## src/rtl/mem_pkg.sv

```systemverilog
// Shared definitions for the memory request path: FSM state encodings,
// default timing parameters and the requester port-select encoding.
package mem_pkg;

  localparam logic [1:0] ST_IDLE  = 2'd0;
  localparam logic [1:0] ST_ISSUE = 2'd1;
  localparam logic [1:0] ST_WAIT  = 2'd2;
  localparam logic [1:0] ST_GAP   = 2'd3;

  localparam int DEFAULT_TIMEOUT_CYCLES = 255;
  localparam int DEFAULT_GAP_CYCLES     = 2;

  typedef enum logic {
    PORT_FETCH = 1'b0,
    PORT_DATA  = 1'b1
  } port_sel_t;

endpackage

```

## src/rtl/rr_arbiter2.sv

```systemverilog
// Two-input round-robin arbiter: on a tie the port not granted last wins.
// last_grant only advances when the grant is actually taken.
import mem_pkg::*;

module rr_arbiter2 (
  input  logic      clk,
  input  logic      reset,
  input  logic      req_fetch,
  input  logic      req_data,
  input  logic      accept,
  output logic      grant_valid,
  output port_sel_t grant
);

  port_sel_t last_grant;

  // NOTE: combinational blocks assign a default first so no path leaves grant unassigned (no latch).
  always_comb begin
    grant = PORT_FETCH;
    if (req_fetch && req_data) begin
      grant = (last_grant == PORT_FETCH) ? PORT_DATA : PORT_FETCH;
    end else if (req_data) begin
      grant = PORT_DATA;
    end
  end

  assign grant_valid = req_fetch | req_data;

  always_ff @(posedge clk or posedge reset) begin
    if (reset) begin
      last_grant <= PORT_FETCH;
    end else if (accept && grant_valid) begin
      last_grant <= grant;
    end
  end

endmodule

```

## src/rtl/mem_request_arbiter.sv

```systemverilog
// Arbitrates a fetch port and a data port onto one memory request channel,
// with a per-transaction timeout and an enforced idle gap after each completion.
import mem_pkg::*;

module mem_request_arbiter #(
  parameter int TIMEOUT_CYCLES = DEFAULT_TIMEOUT_CYCLES,
  parameter int GAP_CYCLES     = DEFAULT_GAP_CYCLES
) (
  input  logic        clk,
  input  logic        reset,
  input  logic        if_req,
  input  logic [15:0] if_addr,
  output logic [15:0] if_rdata,
  output logic        if_valid,
  input  logic        d_req,
  input  logic        d_we,
  input  logic [15:0] d_addr,
  input  logic [15:0] d_wdata,
  output logic [15:0] d_rdata,
  output logic        d_valid,
  output logic        request,
  output logic        request_type,
  output logic [15:0] request_address,
  output logic [15:0] data_out,
  input  logic [15:0] data_in,
  input  logic        memory_ready,
  input  logic        write_complete,
  output logic        timeout_err,
  output logic        busy
);

  localparam logic [7:0] WAIT_LAST = 8'(TIMEOUT_CYCLES - 1);
  localparam logic [7:0] GAP_LAST  = 8'(GAP_CYCLES - 1);

  logic [1:0] state;
  logic [7:0] wait_cnt;
  logic [7:0] gap_cnt;
  port_sel_t  granted;
  port_sel_t  grant;
  logic       grant_valid;

  logic        read_done;
  logic        write_done;
  logic        timed_out;
  logic        rdata_load;
  logic [15:0] rdata_next;

  rr_arbiter2 u_arb (
    .clk        (clk),
    .reset      (reset),
    .req_fetch  (if_req),
    .req_data   (d_req),
    .accept     (state == ST_IDLE),
    .grant_valid(grant_valid),
    .grant      (grant)
  );

  // Only the completion kind matching the transaction counts; the other is ignored.
  assign read_done  = (state == ST_WAIT) && !request_type && memory_ready;
  assign write_done = (state == ST_WAIT) &&  request_type && write_complete;
  assign timed_out  = (state == ST_WAIT) && !read_done && !write_done && (wait_cnt == WAIT_LAST);
  assign rdata_load = read_done || timed_out;
  assign rdata_next = timed_out ? 16'h0000 : data_in;

  // Derived from the state register so reset drops them asynchronously.
  assign request = (state == ST_ISSUE);
  assign busy    = (state != ST_IDLE);

  // NOTE: sequential state uses non-blocking assignments so every register samples pre-edge values.
  always_ff @(posedge clk or posedge reset) begin
    if (reset) begin
      state           <= ST_IDLE;
      wait_cnt        <= '0;
      gap_cnt         <= '0;
      granted         <= PORT_FETCH;
      request_type    <= 1'b0;
      request_address <= '0;
      data_out        <= '0;
      if_rdata        <= '0;
      d_rdata         <= '0;
      if_valid        <= 1'b0;
      d_valid         <= 1'b0;
      timeout_err     <= 1'b0;
    end else begin
      if_valid <= 1'b0;
      d_valid  <= 1'b0;
      case (state)
        ST_IDLE: begin
          if (grant_valid) begin
            granted <= grant;
            state   <= ST_ISSUE;
            if (grant == PORT_DATA) begin
              request_type    <= d_we;
              request_address <= d_addr;
              data_out        <= d_wdata;
            end else begin
              request_type    <= 1'b0;
              request_address <= if_addr;
              data_out        <= 16'h0000;
            end
          end
        end
        ST_ISSUE: begin
          wait_cnt <= '0;
          state    <= ST_WAIT;
        end
        ST_WAIT: begin
          if (read_done || write_done || timed_out) begin
            state    <= ST_GAP;
            wait_cnt <= '0;
            gap_cnt  <= '0;
            if (timed_out) begin
              timeout_err <= 1'b1;
            end
            if (granted == PORT_DATA) begin
              d_valid <= 1'b1;
              if (rdata_load) begin
                d_rdata <= rdata_next;
              end
            end else begin
              if_valid <= 1'b1;
              if (rdata_load) begin
                if_rdata <= rdata_next;
              end
            end
          end else begin
            wait_cnt <= wait_cnt + 8'd1;
          end
        end
        ST_GAP: begin
          if (gap_cnt == GAP_LAST) begin
            gap_cnt <= '0;
            state   <= ST_IDLE;
          end else begin
            gap_cnt <= gap_cnt + 8'd1;
          end
        end
        default: state <= ST_IDLE;
      endcase
    end
  end

endmodule

```

## config.mk

```make
export PLATFORM = sky130hd
export DESIGN_NAME = mem_request_arbiter
export DESIGN_NICKNAME = d
export VERILOG_FILES = /design/src/rtl/mem_pkg.sv /design/src/rtl/rr_arbiter2.sv /design/src/rtl/mem_request_arbiter.sv
export SDC_FILE = /design/constraint.sdc
export NUM_CORES = 1
export LEC_CHECK = 0
export CAP_MARGIN = 25
export CORE_MARGIN = 1.5
export CORE_UTILIZATION = 50
export DETAILED_ROUTE_END_ITERATION = 6
export DONT_BUFFER_PORTS = 1
export PLACE_DENSITY_LB_ADDON = 0.08
export RECOVER_POWER = 50
export SYNTH_ARGS = -nofsm -noshare
export SYNTH_HDL_FRONTEND = slang
export SYNTH_SLANG_ARGS = --single-unit
export TNS_END_PERCENT = 10
```

## constraint.sdc

```tcl
create_clock -name clk -period 2.98 [get_ports clk]
set_input_delay 0.298 -clock clk [delete_from_list [all_inputs] [get_ports clk]]
set_output_delay 0.298 -clock clk [all_outputs]
set_load 0.005 [all_outputs]
```

==> results.cfg, run 1 <==
[floorplanning]
coreArea_sq_um = 7727
dieHeight_microns = 92.24
initial_utilization_pct = 51.52
num_rows = 32
die_w_microns = 92.24
die-area_sq_um = 8507
ios = 141

[clocking]
post_cts_buffers = 0
cts.repair.resized = 0
cts_tree = yes
cts_sinks = 87
cts_htree_levels = 3
cts_buffers = 9
clk_pin_slew_ns = 0.09
clk_latency_ns = 0.35
max-clock-path-buffers = 2
root_buffer = clkbuf_8

[sta]
skew_ns = 0.01019
fin_crit_sh_pct = 83.23
relSlewSlack_pct = 11.41
setup_violations = 0
worstMarginPinSlew_ns = 1.322
finalCriticalPeriod_ns = 2.480
maxSlewViolCount = 0
max_freq_ghz = 0.4032
rsz0062_at_grt = no
setup_total_negative_slack_ns = 0
hold_viol_final = 0

[hold_path]
min_from = d_wdata[13]
min_delay_path_depth = 1
worstHoldPathType = in -> reg
hold_path_end = data_out[13]$_DFFE_PP0P_

[status]
status = finished, final reports clean

[place]
dp_cells = 446
dpl_cell_area_sq_um = 4055
portBuffers = 0
gp_congestion = 0.7381
post-dp-hpwl_microns = 5592

[setup_path]
r2r-end = if_rdata[4]$_DFFE_PP0P_
arrival_ns = 2.75
cp-end-kind = flip-flop
reg2reg_slack_ns = 0.50
crit_required_ns = 3.25
r2r_cells = 7
worstSetupPathType = reg -> reg
cp-start-kind = flip-flop
r2r_start = state[0]$_DFFE_PP0P_
crit_path_max_fanout = 19

[global_route]
grt_util_all_layers_pct = 19.47
grt_max_degree = 51
gr-total-overflow = 0
antenna_found_initial = 0
grt_pass1_wl_microns = 12850
grt_pass1_vias = 2549

[synthesis]
ys_async_sr_fraction_pct = 100.0
synth_area_leader_cell = dfrtp_1
syn_area_per_cell_sq_um = 11.12
ys_seq_area_share_pct = 54.68
synth_area_leaders = dfrtp_1 55%, mux2i_1 13%, inv_1 4.1%
yosys_warnings = 0
synth-seq-cells = 87
yosysMostFrequentCell = dfrtp_1
synth_commonest_cells = 87 x dfrtp_1, 52 x mux2i_1, 44 x inv_1
syn-num-nets = 437
ys.flop_type = dfrtp_1
netlist_area_sq_um = 3981
ys_types = 42
synth_top_area_share_pct = 54.68
synthCells = 358
synth_edf_count = 0

[routing]
viasPerCell = 5.461
drtAntennaViolNets = 0
drc = 0
wirelength_microns = 7903
post_drt_wl_per_cell_microns = 17.03
dr_total_vias = 2534
drt-initial-drc-count = 107
drt-pass1-iter-count = 5

[finish]
finalInstanceArea_sq_um = 4279
layout.nets = 436
n_fill_cell = 666
drive_above_1_share_pct = 9.116
areaGrowthSynthToFinish_pct = 7.479
finalNonFillerCells = 464
diodes = 0

[pwr]
power_uw = 4140
powerDensity_nw_per_um2 = 967.4
ir_drop_mv = 0.4566
p_leak_uw = 0.002009

[run]
drv_cap = 0
-- through the flow --
stage	worst slack, ns	hold slack [ns]	util (%)
final	0.4996	0.07626	55.38
after global routing	0.2830	0.05085	55.38
after CTS	0.4601	0.05801	55.15
after detailed placement	0.4962	0.2392	52.48
after global placement	0.6402	0.2346	52.48
after floorplan	0.4318	0.4307	-
-- power by group --
group | internal, uW | switching, uW | total, uW
Combinational | 554 | 662 | 1220
Clock | 393 | 429 | 822
Sequential | 1670 | 434 | 2100
-- state kept, by name, indices dropped and copies added (netlist names), 2 cells and up --
| name | flops |
|---|---|
| state | 2 |
| if_rdata | 16 |
| wait_cnt | 8 |
| d_rdata | 16 |
| data_out | 16 |
| gap_cnt | 8 |
| request_address | 16 |
-- how the worst max path moves through the flow --
| stage | depth (start not counted) | to | from | slack (ns) |
|---|---|---|---|---|
| 2_1_floorplan | 1 | d_rdata[0]$_DFFE_PP0P_ | reset | 0.43 |
| 3_3_place_gp | 7 | if_rdata[15]$_DFFE_PP0P_ | state[0]$_DFFE_PP0P_ | 0.64 |
| 3_5_place_dp | 7 | d_rdata[3]$_DFFE_PP0P_ | state[0]$_DFFE_PP0P_ | 0.50 |
| 4_1_cts | 7 | d_rdata[8]$_DFFE_PP0P_ | state[0]$_DFFE_PP0P_ | 0.46 |
| 5_1_grt | 7 | d_rdata[12]$_DFFE_PP0P_ | state[0]$_DFFE_PP0P_ | 0.28 |
| 6_report | 7 | if_rdata[4]$_DFFE_PP0P_ | state[0]$_DFFE_PP0P_ | 0.50 |
-- area by class of cell --
| type | count | area, sq um | share of cell area [%] |
|---|---|---|---|
| timing repair buffer | 9 | 80.08 | 1.871 |
| clock buffer | 10 | 127.6 | 2.982 |
| sequential | 87 | 2177 | 50.88 |
| inverter | 44 | 166.4 | 3.889 |
| tap | 102 | 127.6 | 2.982 |
| multi-input combinational | 206 | 1531 | 35.79 |
| clock inverter | 6 | 68.82 | 1.608 |
-- worst max-delay path: stages, from the launching register on --
cell	delay [ns]
dfrtp_1	0.42
inv_1	0.10
ha_1	0.33
nand4_1	0.21
a211o_1	0.59
a21oi_4	0.21
buf_4	0.30
mux2i_1	0.24
-- cells in the final DEF, fill, tap and decap left out, types with 3 or more instances in the layout --
| cell type | count |
|---|---|
| dfrtp_1 | 87 |
| mux2i_1 | 52 |
| inv_1 | 43 |
| nand2_1 | 35 |
| o21ai_0 | 22 |
| a22o_1 | 17 |
| clkbuf_8 | 9 |
| ha_1 | 8 |
| nor2_1 | 7 |
| nand4_1 | 6 |
| a211oi_1 | 6 |
| nand3_1 | 6 |
| buf_4 | 6 |
| and3_1 | 4 |
| o22ai_1 | 4 |
| a21oi_1 | 4 |
| mux2_2 | 3 |
| nand3b_1 | 3 |
| nor2b_1 | 3 |
-- cells by family after synthesis --
kind of cell / synth area share [%]
buffers and inverters: 7.228
AO/OA/AOI/OAI: 12.16
AND/OR/NAND/NOR: 8.454
multiplexers: 14.30
flip-flops: 54.68
adder cells (fa/ha/maj): 2.514
XOR/XNOR: 0.6601
-- routing by layer --
metal	routed length, microns	vias up	GRT usage (%)
met2	3797	91	31.11
met3	554	6	7.297
li1	-	1219	-
met1	3472	1218	25.14
met4	78	0	4.615
met5	0	-	0
-- timing repair --
item | CTS | global route
hold buffers | 1 | 0
setup endpoints to repair | 0 | 0
endpoints found under the hold margin | 29 | 0
Note: power is estimated with default switching activity, not from simulation.
==> run 2, diff against run 1 <==
- clock period: 2.98 -> 2.2 ns (I/O delays scaled with it)
==> run 2 against run 1 <==
Against the previous run:
- first-iteration DRC count down 14%
- non-clock buffer count rose by 20
- design area grew 5.6%
- global-route usage increased by 0.90 points
- largest power group unchanged
- highest routed layer unchanged
- setup slack lost 0.18 ns
- sequential power up 36%
- clock power increased by 50%
- count of clock-buffer cells in the layout did not move
- maximum frequency increased by 32%
- power grew 40%
==> results.cfg, run 2 (same netlist as run 1, synthesis figures left out) <==
[routing]
drc = 0
viasPerCell = 5.407
drtAntennaViolNets = 0
drt-pass1-iter-count = 4
drt-initial-drc-count = 92
post_drt_wl_per_cell_microns = 16.60
dr_total_vias = 2617
wirelength_microns = 8032

[clocking]
max-clock-path-buffers = 2
clk_latency_ns = 0.35
cts_sinks = 87
cts.repair.resized = 0
cts_buffers = 9
clk_pin_slew_ns = 0.09
cts_tree = yes
root_buffer = clkbuf_8
cts_htree_levels = 3

[global_route]
gr-total-overflow = 0
grt_pass1_wl_microns = 13430
grt_max_degree = 56
antenna_found_initial = 0
grt_util_all_layers_pct = 20.37
grt_pass1_vias = 2680

[sta]
finalCriticalPeriod_ns = 1.877
maxSlewViolCount = 0
relSlewSlack_pct = 11.01
worstMarginPinSlew_ns = 1.335
setup_total_negative_slack_ns = 0
skew_ns = 0.01115
rsz0062_at_grt = no
max_freq_ghz = 0.5329
fin_crit_sh_pct = 85.30
setup_violations = 0
hold_viol_final = 0

[finish]
areaGrowthSynthToFinish_pct = 13.51
finalInstanceArea_sq_um = 4519
final_common_cell = dfrtp_1
diodes = 0
layout.nets = 456
mostFrequentLayoutCells = 87 x dfrtp_1, 52 x mux2i_1, 43 x inv_1, 35 x nand2_1, 22 x o21ai_0
drive_above_1_share_pct = 9.686

[place]
portBuffers = 0
gp_congestion = 0.7324
post-dp-hpwl_microns = 5546
dpl_cell_area_sq_um = 4125

[status]
status = finished, final reports clean

[floorplanning]
coreArea_sq_um = 7727
initial_utilization_pct = 51.52
dieHeight_microns = 92.24
die-area_sq_um = 8507
num_rows = 32
ios = 141
die_w_microns = 92.24

[setup_path]
r2r_start = state[0]$_DFFE_PP0P_
slowest_delay_ns = 0.42
critPathSlowestCell = dfrtp_1
cp-startpoint = state[0]$_DFFE_PP0P_
cp-end-kind = flip-flop
crit_required_ns = 2.43
crit_path_max_fanout = 4
crit_chain = inv_1 > ha_1 > nand4_1 > o211a_1 > a211oi_1 > mux2_2
arrival_ns = 2.11
cp-start-kind = flip-flop
worstSetupPathType = reg -> reg

[hold_path]
worstHoldPathType = in -> reg
min_from = d_wdata[5]

[pwr]
p_leak_uw = 0.002116
ir_drop_mv = 0.6281
powerDensity_nw_per_um2 = 1286

[run]
drv_cap = 0
-- run 2: cell types whose count changed in the layout (fill, tap and decap cells not counted), sizes merged --
cell / before / now
buf: 7 / 10
clkinvlp: 2 / 1
dlygate4sd3: 1 / 17
bufinv: 1 / 2
clkbuf: 11 / 12
-- run 2: report_power, final --
part           switching [uW]  total [uW]  internal [uW]
clock                     582        1230            651
sequential                590        2850           2260
combinational             914        1730            818
-- run 2: critical path: cells and delay by family, from the launching register on --
| kind | cells | cell delay (ns) |
|---|---|---|
| AO/OA/AOI/OAI | 2 | 0.56 |
| flip-flops | 1 | 0.42 |
| multiplexers | 1 | 0.38 |
| adder cells (fa/ha/maj) | 1 | 0.16 |
| AND/OR/NAND/NOR | 1 | 0.16 |
| buffers and inverters | 1 | 0.09 |
-- run 2: final timing paths --
kind,depth (start not counted),end,slack (ns)
hold reg to reg,2,request_address[1]$_DFFE_PP0P_,0.51
min in group asynchronous,3,if_rdata[13]$_DFFE_PP0P_,0.60
max in group asynchronous,3,gap_cnt[6]$_DFFE_PP0P_,0.57
setup / recovery,6,state[1]$_DFFE_PP0P_,0.32
hold / removal,1,data_out[5]$_DFFE_PP0P_,0.02
setup reg to reg,6,state[1]$_DFFE_PP0P_,0.32
-- run 2: layer usage --
layer  wire (microns)  up-vias  track usage, %
li1                 -     1260               -
met2             3827       97           31.05
met5                0        -               0
met3              601       10           6.965
met4              127        0           7.821
met1             3477     1250           26.78
-- run 2: final cells by class --
cell class	instances	area [sq um]
multi-input combinational	206	1531
clock buffer	10	127.6
fill	619	3208
timing repair buffer	29	292.8
tap	102	127.6
inverter	44	168.9
clock inverter	6	93.84
sequential	87	2177
-- run 2: through the flow --
step / worst slack, ns / total power (uW) / hold slack, ns / instances / utilization [%]
after floorplan: 0.1787 / 4075 / 0.3527 / 358 / -
after global placement: 0.3402 / 4520 / 0.2045 / 450 / 53.38
after detailed placement: 0.3206 / 4582 / 0.2128 / 450 / 53.38
after CTS: 0.3073 / 5839 / 0.003280 / 483 / 58.45
after global routing: 0.1634 / 6247 / 0.002718 / 484 / 58.48
final: 0.3234 / 5813 / 0.01670 / 484 / 58.48
-- run 2: what timing repair did --
item                                   in CTS  in global routing
endpoints found under the hold margin     103                  0
setup buffers                               0                  0
hold buffers                               17                  0
setup endpoints to repair                   0                  0
==> run 3, diff against run 2 <==
- ABC_AREA: not set -> 1
- CTS_CLUSTER_DIAMETER: not set -> 120
==> run 3 against run 2 <==
Against the previous run:
- synthesized cell count increased by 31%
- die area decreased by 0.40%
- critical path type unchanged
- routed wire length increased by 12%
- critical path depth increased by 1
- hold slack got worse by 0.0028 ns
- sequential power decreased by 5%
- clock power decreased by 8%
- sequential share of layout area decreased by 0.41 points
- maximum frequency decreased by 1.8%
- cell count increased by 25%
- design area increased by 0.86%
- core utilization increased by 0.81 points
==> results.cfg, run 3 <==
[status]
status = finished, final reports clean

[routing]
drtAntennaViolNets = 0
post_drt_wl_per_cell_microns = 14.93
wirelength_microns = 9020
drc = 0
dr_total_vias = 3200
drt-initial-drc-count = 123
drt-pass1-iter-count = 4
viasPerCell = 5.298

[place]
portBuffers = 0
gp_congestion = 0.7883
dp_cells = 560
post-dp-hpwl_microns = 6181
pre_cts_slack_ns = 0.3890

[synthesis]
syn_area_per_cell_sq_um = 8.454
ys_types = 27
ys.flop_type = dfrtp_1
ys_seq_area_share_pct = 54.91
synth_commonest_cells = 139 x nand2_1, 87 x dfrtp_1, 61 x nand3_1
syn-num-nets = 548
synth_top_area_share_pct = 54.91
synth_area_leader_cell = dfrtp_1
synth_area_leaders = dfrtp_1 55%, nand2_1 13%, nand3_1 7.7%
ys_async_sr_fraction_pct = 100.0
netlist_area_sq_um = 3965
synthCells = 469
yosys_warnings = 0
synth-seq-cells = 87
synth_edf_count = 0
yosysMostFrequentCell = nand2_1

[setup_path]
cp-end-kind = flip-flop
slowest_delay_ns = 0.57
path_common_cell = inv_1
arrival_ns = 2.20
cp-start-kind = flip-flop
cpLargestDelayFamily = buffers and inverters
crit_required_ns = 2.49
critPathSlowestCell = dlygate4sd3_1
crit_chain = inv_1 > ha_1 > inv_1 > a21oi_4 > nor2_1 > a31oi_1 > dlygate4sd3_1
cp_num_buf_inv = 3
crit_path_max_fanout = 8
worstSetupPathType = reg -> reg

[global_route]
grt_max_degree = 42
grt_pass1_vias = 3224
antenna_found_initial = 0
gr-total-overflow = 0
grt_pass1_wl_microns = 14950
grt_util_all_layers_pct = 22.30

[pwr]
powerDensity_nw_per_um2 = 1223
internal_power_uw = 3387
seqPwrFrac_pct = 48.5
p_leak_uw = 0.002253
power.switching_uw = 2188
combPwrFrac_pct = 31.3
ir_drop_mv = 0.5122
clockPowerShare_pct = 20.2
swShare_pct = 39.25

[sta]
maxSlewViolCount = 0
setup_violations = 0
relSlewSlack_pct = 42.68
hold_viol_final = 0
fin_crit_sh_pct = 86.83
finalCriticalPeriod_ns = 1.910
skew_ns = 0.01754
rsz0062_at_grt = no
max_freq_ghz = 0.5235
fin_ws_ns = 0.2896
worstMarginPinSlew_ns = 0.8598
setup_total_negative_slack_ns = 0

[floorplanning]
ios = 141
die-area_sq_um = 8473
dieHeight_microns = 92.05
initial_utilization_pct = 51.58
num_rows = 32
die_w_microns = 92.05
coreArea_sq_um = 7687

[finish]
areaGrowthSynthToFinish_pct = 14.96
layout.nets = 576
n_fill_cell = 696
register_area_sq_um = 2177
diodes = 0
multi_input_area_sq_um = 1529
final_common_cell = nand2_1
finalNonFillerCells = 604
drive_above_1_share_pct = 7.570
mostFrequentLayoutCells = 139 x nand2_1, 87 x dfrtp_1, 61 x nand3_1, 40 x inv_1, 38 x nor2_1

[hold_path]
worstHoldPathType = in -> reg

[clocking]
clk_latency_ns = 0.35
clk_pin_slew_ns = 0.10
cts_buffers = 9
cts_sinks = 87
cts_htree_levels = 3
max-clock-path-buffers = 2
root_buffer = clkbuf_8
cts_tree = yes

[run]
drv_cap = 0
-- run 3: cell count changes after synthesis, moves of 4 or more --
cell / previous run / this run
a211oi_1: 6 / 0
a22o_1: 17 / 0
a31oi_1: 0 / 16
and3_1: 4 / 0
mux2i_1: 52 / 0
nand2_1: 35 / 139
nand3_1: 6 / 61
nand4_1: 6 / 14
nor2_1: 7 / 38
o22ai_1: 4 / 0
-- run 3: kinds of logic (layout without fill, tap and decap cells) --
| logic type | after synthesis | after routing | share of synthesized area (%) |
|---|---|---|---|
| xor gates and xnor gates | 5 | 5 | 1.104 |
| adders and majority gates | 8 | 8 | 2.525 |
| AOI/OAI and AO/OA | 45 | 45 | 6.501 |
| buffers and inverters | 64 | 97 | 6.816 |
| and+or+nand+nor | 260 | 260 | 28.15 |
| DFF | 87 | 87 | 54.91 |
-- run 3: final timing paths --
path	start	to	slack, ns	depth (start not counted)
max	state[1]$_DFFE_PP0P_	request_address[5]$_DFFE_PP0P_	0.29	7
min in group asynchronous	reset	request_address[7]$_DFFE_PP0P_	0.51	2
max reg2reg	state[1]$_DFFE_PP0P_	request_address[5]$_DFFE_PP0P_	0.29	7
min	data_in[14]	d_rdata[14]$_DFFE_PP0P_	0.01	2
min reg2reg	if_rdata[2]$_DFFE_PP0P_	if_rdata[2]$_DFFE_PP0P_	0.50	2
max in group asynchronous	reset	gap_cnt[3]$_DFFE_PP0P_	0.38	3
-- run 3: final cells by class --
| cell class | count | area share (%) |
|---|---|---|
| inverters | 42 | 3.541 |
| well taps | 102 | 2.800 |
| flip-flops and latches | 87 | 47.76 |
| clock inverters | 6 | 1.482 |
| multi-input cells | 318 | 33.54 |
| repair buffers | 39 | 7.851 |
| clock buffers | 10 | 3.019 |
-- run 3: metrics by stage --
step	util (%)	total power, uW	cell area (sq um)	hold WS [ns]
floorplan	-	3883	3969	0.3653
global placement	53.37	4337	4103	0.3057
detailed placement	53.37	4406	4103	0.2993
CTS	59.29	5591	4558	0.0003342
global route	59.29	6017	4558	0.002476
finish	59.29	5576	4558	0.01395
-- run 3: repair_timing --
action / CTS / global route
setup buffers: 0 / 3
endpoints found under the hold margin: 67 / 0
hold buffers: 25 / 0
resized for setup: 0 / 0
endpoints found under the setup margin: 0 / 1
-- run 3: power groups by stage --
stage,Sequential [uW],Clock (uW),Combinational [uW]
after CTS,2710,1160,1730
after global routing,2780,1210,2030
after floorplan,2580,0,1300
after detailed placement,2730,0,1680
after global placement,2730,0,1610
final,2700,1130,1740
-- run 3: metal layers --
| metal | global-route usage, % | share of wire [%] | vias to the layer above |
|---|---|---|---|
| met2 | 37.65 | 49 | 116 |
| met1 | 26.88 | 42 | 1511 |
| met3 | 6.799 | 8.3 | 11 |
| met5 | 0 | 0 | - |
| li1 | - | - | 1562 |
| met4 | 8.077 | 1.3 | 0 |
